File: src/rtl/uart_pkg.sv
// Shared UART types: receive FIFO entry layout and the RTS flow-control states.
package uart_pkg;

    typedef struct packed {
        logic       frame_err;
        logic       parity_err;
        logic [8:0] word;
    } uart_rx_entry_t;

    typedef enum logic {
        RTS_OFF = 1'b0,
        RTS_ON  = 1'b1
    } uart_rts_state_e;

    localparam int UART_RX_ENTRY_W = $bits(uart_rx_entry_t);

endpackage

File: src/rtl/uart_sync_fifo.sv
// Single-clock show-ahead FIFO: the head word is visible on o_rdata whenever not empty.
module uart_sync_fifo #(
    parameter  int WIDTH = 11,
    parameter  int DEPTH = 8,
    localparam int AW    = $clog2(DEPTH)
) (
    input  logic             i_clk,
    input  logic             i_nrst,
    input  logic             i_push,
    input  logic [WIDTH-1:0] i_wdata,
    input  logic             i_pop,
    output logic [WIDTH-1:0] o_rdata,
    output logic             o_full,
    output logic             o_empty,
    output logic [AW:0]      o_level
);

    localparam logic [AW:0] LVL_FULL = (AW+1)'(DEPTH);

    logic [WIDTH-1:0] r_mem [DEPTH];
    logic [AW-1:0]    r_wptr;
    logic [AW-1:0]    r_rptr;
    logic [AW:0]      r_level;
    logic             w_push;
    logic             w_pop;

    assign o_full  = (r_level == LVL_FULL);
    assign o_empty = (r_level == '0);
    assign w_pop   = i_pop & ~o_empty;
    // A full FIFO still takes a write when the head leaves in the same cycle.
    assign w_push  = i_push & (~o_full | w_pop);

    always_ff @(posedge i_clk or negedge i_nrst) begin
        if (!i_nrst) begin
            r_wptr  <= '0;
            r_rptr  <= '0;
            r_level <= '0;
        end else begin
            if (w_push) r_wptr <= r_wptr + 1'b1;
            if (w_pop)  r_rptr <= r_rptr + 1'b1;
            if (w_push != w_pop) r_level <= w_push ? r_level + 1'b1 : r_level - 1'b1;
        end
    end

    always_ff @(posedge i_clk) begin
        if (w_push) r_mem[r_wptr] <= i_wdata;
    end

    assign o_rdata = r_mem[r_rptr];
    assign o_level = r_level;

endmodule

File: src/rtl/uart_rx_ctrl.sv
// Receive-side controller: buffers characters from uart_rx, drives RTS from the
// FIFO fill level, and keeps sticky error status plus an interrupt request.
module uart_rx_ctrl
    import uart_pkg::*;
#(
    parameter  int DEPTH       = 8,
    parameter  int RTS_HIGH_WM = 6,
    parameter  int RTS_LOW_WM  = 2,
    localparam int LW          = $clog2(DEPTH) + 1
) (
    input  logic          i_clk,
    input  logic          i_nrst,
    input  logic          i_hw_flow_control_enable,
    input  logic          i_rx_done,
    input  logic [8:0]    i_rx_word,
    input  logic          i_rx_frame_error,
    input  logic          i_rx_parity_error,
    output logic          o_rts_n,
    output logic          o_data_valid,
    output logic [8:0]    o_data,
    output logic [1:0]    o_data_err,
    input  logic          i_data_ready,
    output logic [LW-1:0] o_level,
    output logic          o_overrun,
    output logic          o_frame_err,
    output logic          o_parity_err,
    input  logic          i_status_clear,
    output logic          o_irq
);

    localparam logic [LW-1:0] HIGH_WM = LW'(RTS_HIGH_WM);
    localparam logic [LW-1:0] LOW_WM  = LW'(RTS_LOW_WM);

    uart_rx_entry_t  w_wr_entry;
    uart_rx_entry_t  w_head;
    logic            w_full;
    logic            w_empty;
    logic            w_valid;
    logic            w_pop;
    logic            w_drop;
    logic [LW-1:0]   w_level;
    uart_rts_state_e r_state;
    uart_rts_state_e w_state_nxt;
    logic            r_rts_n;
    logic            r_overrun;
    logic            r_frame_err;
    logic            r_parity_err;
    logic            r_irq;

    assign w_wr_entry = '{frame_err: i_rx_frame_error, parity_err: i_rx_parity_error, word: i_rx_word};

    uart_sync_fifo #(
        .WIDTH (UART_RX_ENTRY_W),
        .DEPTH (DEPTH)
    ) u_fifo (
        .i_clk   (i_clk),
        .i_nrst  (i_nrst),
        .i_push  (i_rx_done),
        .i_wdata (w_wr_entry),
        .i_pop   (i_data_ready),
        .o_rdata (w_head),
        .o_full  (w_full),
        .o_empty (w_empty),
        .o_level (w_level)
    );

    assign w_valid = ~w_empty;
    assign w_pop   = w_valid & i_data_ready;
    assign w_drop  = i_rx_done & w_full & ~w_pop;

    // Error flags are recorded even for dropped characters; a new set wins over clear.
    always_ff @(posedge i_clk or negedge i_nrst) begin
        if (!i_nrst) begin
            r_overrun    <= 1'b0;
            r_frame_err  <= 1'b0;
            r_parity_err <= 1'b0;
            r_irq        <= 1'b0;
        end else begin
            r_overrun    <= w_drop | (r_overrun & ~i_status_clear);
            r_frame_err  <= (i_rx_done & i_rx_frame_error) | (r_frame_err & ~i_status_clear);
            r_parity_err <= (i_rx_done & i_rx_parity_error) | (r_parity_err & ~i_status_clear);
            r_irq        <= w_valid | r_overrun | r_frame_err | r_parity_err;
        end
    end

    always_comb begin
        w_state_nxt = r_state;
        case (r_state)
            RTS_OFF: if (!i_hw_flow_control_enable || w_level <= LOW_WM) w_state_nxt = RTS_ON;
            RTS_ON:  if (i_hw_flow_control_enable && w_level >= HIGH_WM) w_state_nxt = RTS_OFF;
        endcase
    end

    // RTS is decoded from the next state so it moves on the same edge as the FSM.
    always_ff @(posedge i_clk or negedge i_nrst) begin
        if (!i_nrst) begin
            r_state <= RTS_OFF;
            r_rts_n <= 1'b1;
        end else begin
            r_state <= w_state_nxt;
            r_rts_n <= (w_state_nxt == RTS_OFF);
        end
    end

    assign o_rts_n      = r_rts_n;
    assign o_data_valid = w_valid;
    assign o_data       = w_valid ? w_head.word : '0;
    assign o_data_err   = w_valid ? {w_head.frame_err, w_head.parity_err} : 2'b00;
    assign o_level      = w_level;
    assign o_overrun    = r_overrun;
    assign o_frame_err  = r_frame_err;
    assign o_parity_err = r_parity_err;
    assign o_irq        = r_irq;

endmodule

File: config.mk
export PLATFORM = sky130hd
export DESIGN_NAME = uart_rx_ctrl
export DESIGN_NICKNAME = d
export VERILOG_FILES = /design/src/rtl/uart_pkg.sv /design/src/rtl/uart_sync_fifo.sv /design/src/rtl/uart_rx_ctrl.sv
export SDC_FILE = /design/constraint.sdc
export NUM_CORES = 1
export LEC_CHECK = 0
export CORE_ASPECT_RATIO = 1.1
export CORE_MARGIN = 2
export CORE_UTILIZATION = 51
export DETAILED_ROUTE_END_ITERATION = 16
export PLACE_DENSITY = 0.79
export RECOVER_POWER = 50
export SETUP_SLACK_MARGIN = 0.02
export SLEW_MARGIN = 20
export SYNTH_ARGS = -nofsm -noshare
export SYNTH_HDL_FRONTEND = slang
export SYNTH_HIERARCHICAL = 1
export SYNTH_SLANG_ARGS = --single-unit
export TNS_END_PERCENT = 10
File: constraint.sdc
create_clock -name i_clk -period 2.8 [get_ports i_clk]
set_clock_uncertainty 0.1 [all_clocks]
set_input_delay 0.56 -clock i_clk [delete_from_list [all_inputs] [get_ports i_clk]]
set_output_delay 0.56 -clock i_clk [all_outputs]
set_load 0.005 [all_outputs]
==> flow_metrics.py <==
metrics = {
    "status": {
        "status": "finished, final reports clean",
    },
    "clocking": {
        "clock_path_buffers": 2,
        "hold_buffers": 0,
        "clock_sinks": 104,
        "clkLatencyLatePin_ps": 370,
        "cts-buffers-inserted": 9,
        "root_buffer": "clkbuf_8",
        "h-tree-depth": 3,
        "cts_tree": "built",
        "clkTransAtPathRegs_ps": 100,
    },
    "yosys": {
        "yosysSeqAreaShare_pct": 69.8,
        "syn-cell-area_um2": 4360,
        "syn_inst": 228,
        "synth_cell_types": 37,
        "synth-seq-cells": 104,
        "async_reset_ff_share_pct": 15.4,
        "synth_top_flop_cell": "edfxtp_1",
        "syn_avg_cell_area_um2": 19.1,
        "synth-edff-count": 88,
        "yosysWarnings": 6,
        "synth_nets": 250,
    },
    "timing": {
        "max-slew-margin-rel_pct": 46.8,
        "period_share_pct": 97.1,
        "finalHoldViolCount": 0,
        "rsz0062_at_grt": "yes",
        "tns_ps": 0,
        "finalCriticalPeriod_ps": 2720,
        "finalMaxSlewViolations": 0,
        "setup_viol": 0,
        "worst_pin_slew_ps": 795,
        "max_freq_mhz": 368,
    },
    "min_path": {
        "hold_path.class": "flip-flop to flip-flop",
    },
    "finish": {
        "fin_area_um2": 5220,
        "fin_cells": 413,
        "fillers": 581,
        "antenna_cells": 0,
        "area_delta_synth_final_pct": 19.5,
        "drive_gt1_share_pct": 32.8,
        "fin_nets": 319,
    },
    "power": {
        "peakVddDrop_uv": 525,
        "power.switching_w": 0.00148,
        "p_comb_share_pct": 39.5,
        "p_int_w": 0.00364,
        "seqPwrFrac_pct": 40.9,
        "p_per_area_nw_per_um2": 983,
        "swShare_pct": 29.0,
        "leakage_nw": 1.87,
        "clkPwrFrac_pct": 19.6,
    },
    "global_route": {
        "grt_start_max_net_pins": 23,
        "use_met1_pct": 26.1,
        "top_usage_layer": "met2",
        "grt_pass1_wl_mm": 12.5,
        "grt_pass1_vias": 2212,
        "met3_usage_pct": 3.89,
        "grt_overflow": 0,
        "use_met2_pct": 29.6,
        "antenna_found_initial": 0,
        "grt_usage_pct": 18.8,
    },
    "setup_path": {
        "path_class": "flip-flop to output port",
        "cp_max_fo": 5,
        "cp-start-kind": "flip-flop",
        "startpoint": "u_fifo/r_rptr[0]",
        "cp.required_ps": 2140,
        "ff2ff_setup_slack_ps": 340,
        "crit_end": "o_data[5]",
        "r2r-start": "u_fifo/o_level[2]",
        "arrival_ps": 2060,
        "ff2ff_path_depth": 8,
        "r2r-end": "u_fifo/o_level[3]",
        "cp-end-kind": "output port",
    },
    "placement": {
        "io_buffers": 37,
        "dpl_cell_area_um2": 5010,
        "gp_congestion": 0.789,
        "dpl.hpwl_mm": 4.81,
        "place_inst": 392,
    },
    "routing": {
        "drt.antenna.violating_nets": 0,
        "drt_wl_total_mm": 8.11,
        "num_vias": 2254,
        "firstDrtPassIters": 4,
        "drtIter0Drc": 183,
        "routedWlPerCell_um": 19.6,
        "viasPerCell": 5.46,
        "drcViolationCount": 0,
    },
    "job": {
        "cap_violations": 0,
    },
    "floorplan": {
        "rows": 35,
        "fp.dieArea_um2": 9310,
        "die_h_um": 101,
        "io-pin-count": 38,
        "die_w_um": 92.2,
        "core_um2": 8360,
        "start_util_pct": 52.2,
    },
}
[worst min-delay path by stage]
| stage | endpoint | cells after the start | start | slack [ps] |
|---|---|---|---|---|
| after floorplan | o_frame_err | 0 | i_nrst | 160 |
| after global placement | o_irq | 2 | o_overrun | 380 |
| after detailed placement | o_irq | 2 | o_overrun | 380 |
| after CTS | o_irq | 2 | o_overrun | 400 |
| after global routing | o_irq | 2 | o_overrun | 440 |
| final | o_irq | 2 | o_overrun | 400 |
[stage by stage]
step	hold slack (ps)	util (%)	worst slack [ps]	total power (W)
final	399	62.3	82.2	0.00513
after global routing	445	62.3	14.8	0.00541
after CTS	401	63.1	-35.9	0.00523
after detailed placement	378	59.9	63.4	0.00408
after global placement	380	59.9	122	0.00403
after floorplan	164	-	263	0.00326
[final cells by class]
class | instances | area, um2 | area share, %
clock buffers | 9 | 124 | 2.38
clock inverters | 7 | 95.1 | 1.82
inverters | 7 | 26.3 | 0.504
multi-input cells | 109 | 1170 | 22.5
flip-flops and latches | 104 | 3050 | 58.4
well taps | 111 | 139 | 2.66
repair buffers | 66 | 614 | 11.8
[worst max-delay path, cell delays in order (launching register included)]
cell and delay (ps):
dfrtp_2 400, buf_6 140, buf_8 120, mux4_2 480, mux2_4 270, nor2b_2 160
buf_2 120
[layout by cell type (no fill, tap or decap), drive strengths merged, types with 8 or more instances in the layout]
cell / Yosys / final
clkbuf: 3 / 15
dfrtp: 15 / 15
nand2: 12 / 12
buf: 5 / 33
nor2: 9 / 9
dlygate4sd3: 0 / 13
mux4: 22 / 22
nor2b: 13 / 13
inv: 7 / 8
mux2: 15 / 15
clkdlybuf4s50: 0 / 13
edfxtp: 88 / 88
[synthesized netlist by cell type (4+ instances only)]
library cell / number / area [um2]
buf_6: 4 / 45.0
dfrtp_1: 15 / 375
edfxtp_1: 88 / 2640
ha_1: 4 / 50.1
inv_1: 7 / 26.3
mux2_2: 15 / 169
mux4_1: 17 / 447
mux4_2: 5 / 113
nand2_1: 12 / 45.0
nand2b_1: 4 / 25.0
nor2_1: 9 / 33.8
nor2b_1: 13 / 81.3
xor2_1: 4 / 35.0
[power groups by stage]
stage	clock network [W]	logic [W]	registers, W
2_1_floorplan	0	0.00116	0.00210
3_3_place_gp	0	0.00192	0.00211
3_5_place_dp	0	0.00196	0.00212
4_1_cts	0.00102	0.00212	0.00209
5_1_grt	0.00109	0.00220	0.00212
6_report	0.00100	0.00203	0.00210
[state kept, by name, summed over array words and instances, names as in the netlist]
register        flops
u_fifo/r_mem       88
u_fifo/o_level      4
u_fifo/r_rptr       3
u_fifo/r_wptr       3
o_frame_err         1
o_irq               1
o_overrun           1
o_parity_err        1
o_rts_n             1
r_state             1
[metal layers]
metal	vias up	wire length, um
met5	-	0
met4	0	131
met3	10	425
met2	68	4030
met1	1153	3520
li1	1023	-
[cell families after synthesis]
group	share of synthesized area (%)
DFF	69.8
and+or+nand+nor	5.45
muxes	16.9
buffers and inverters	2.69
AOI/OAI and AO/OA	2.38
xor gates and xnor gates	1.20
adders and majority gates	1.61
[repair_timing]
action,4_1_cts,5_1_grt
endpoints found under the setup margin,12,12
gates cloned,1,0
setup buffers,6,0
resized for setup,55,15
(Power assumes the default switching activity.)
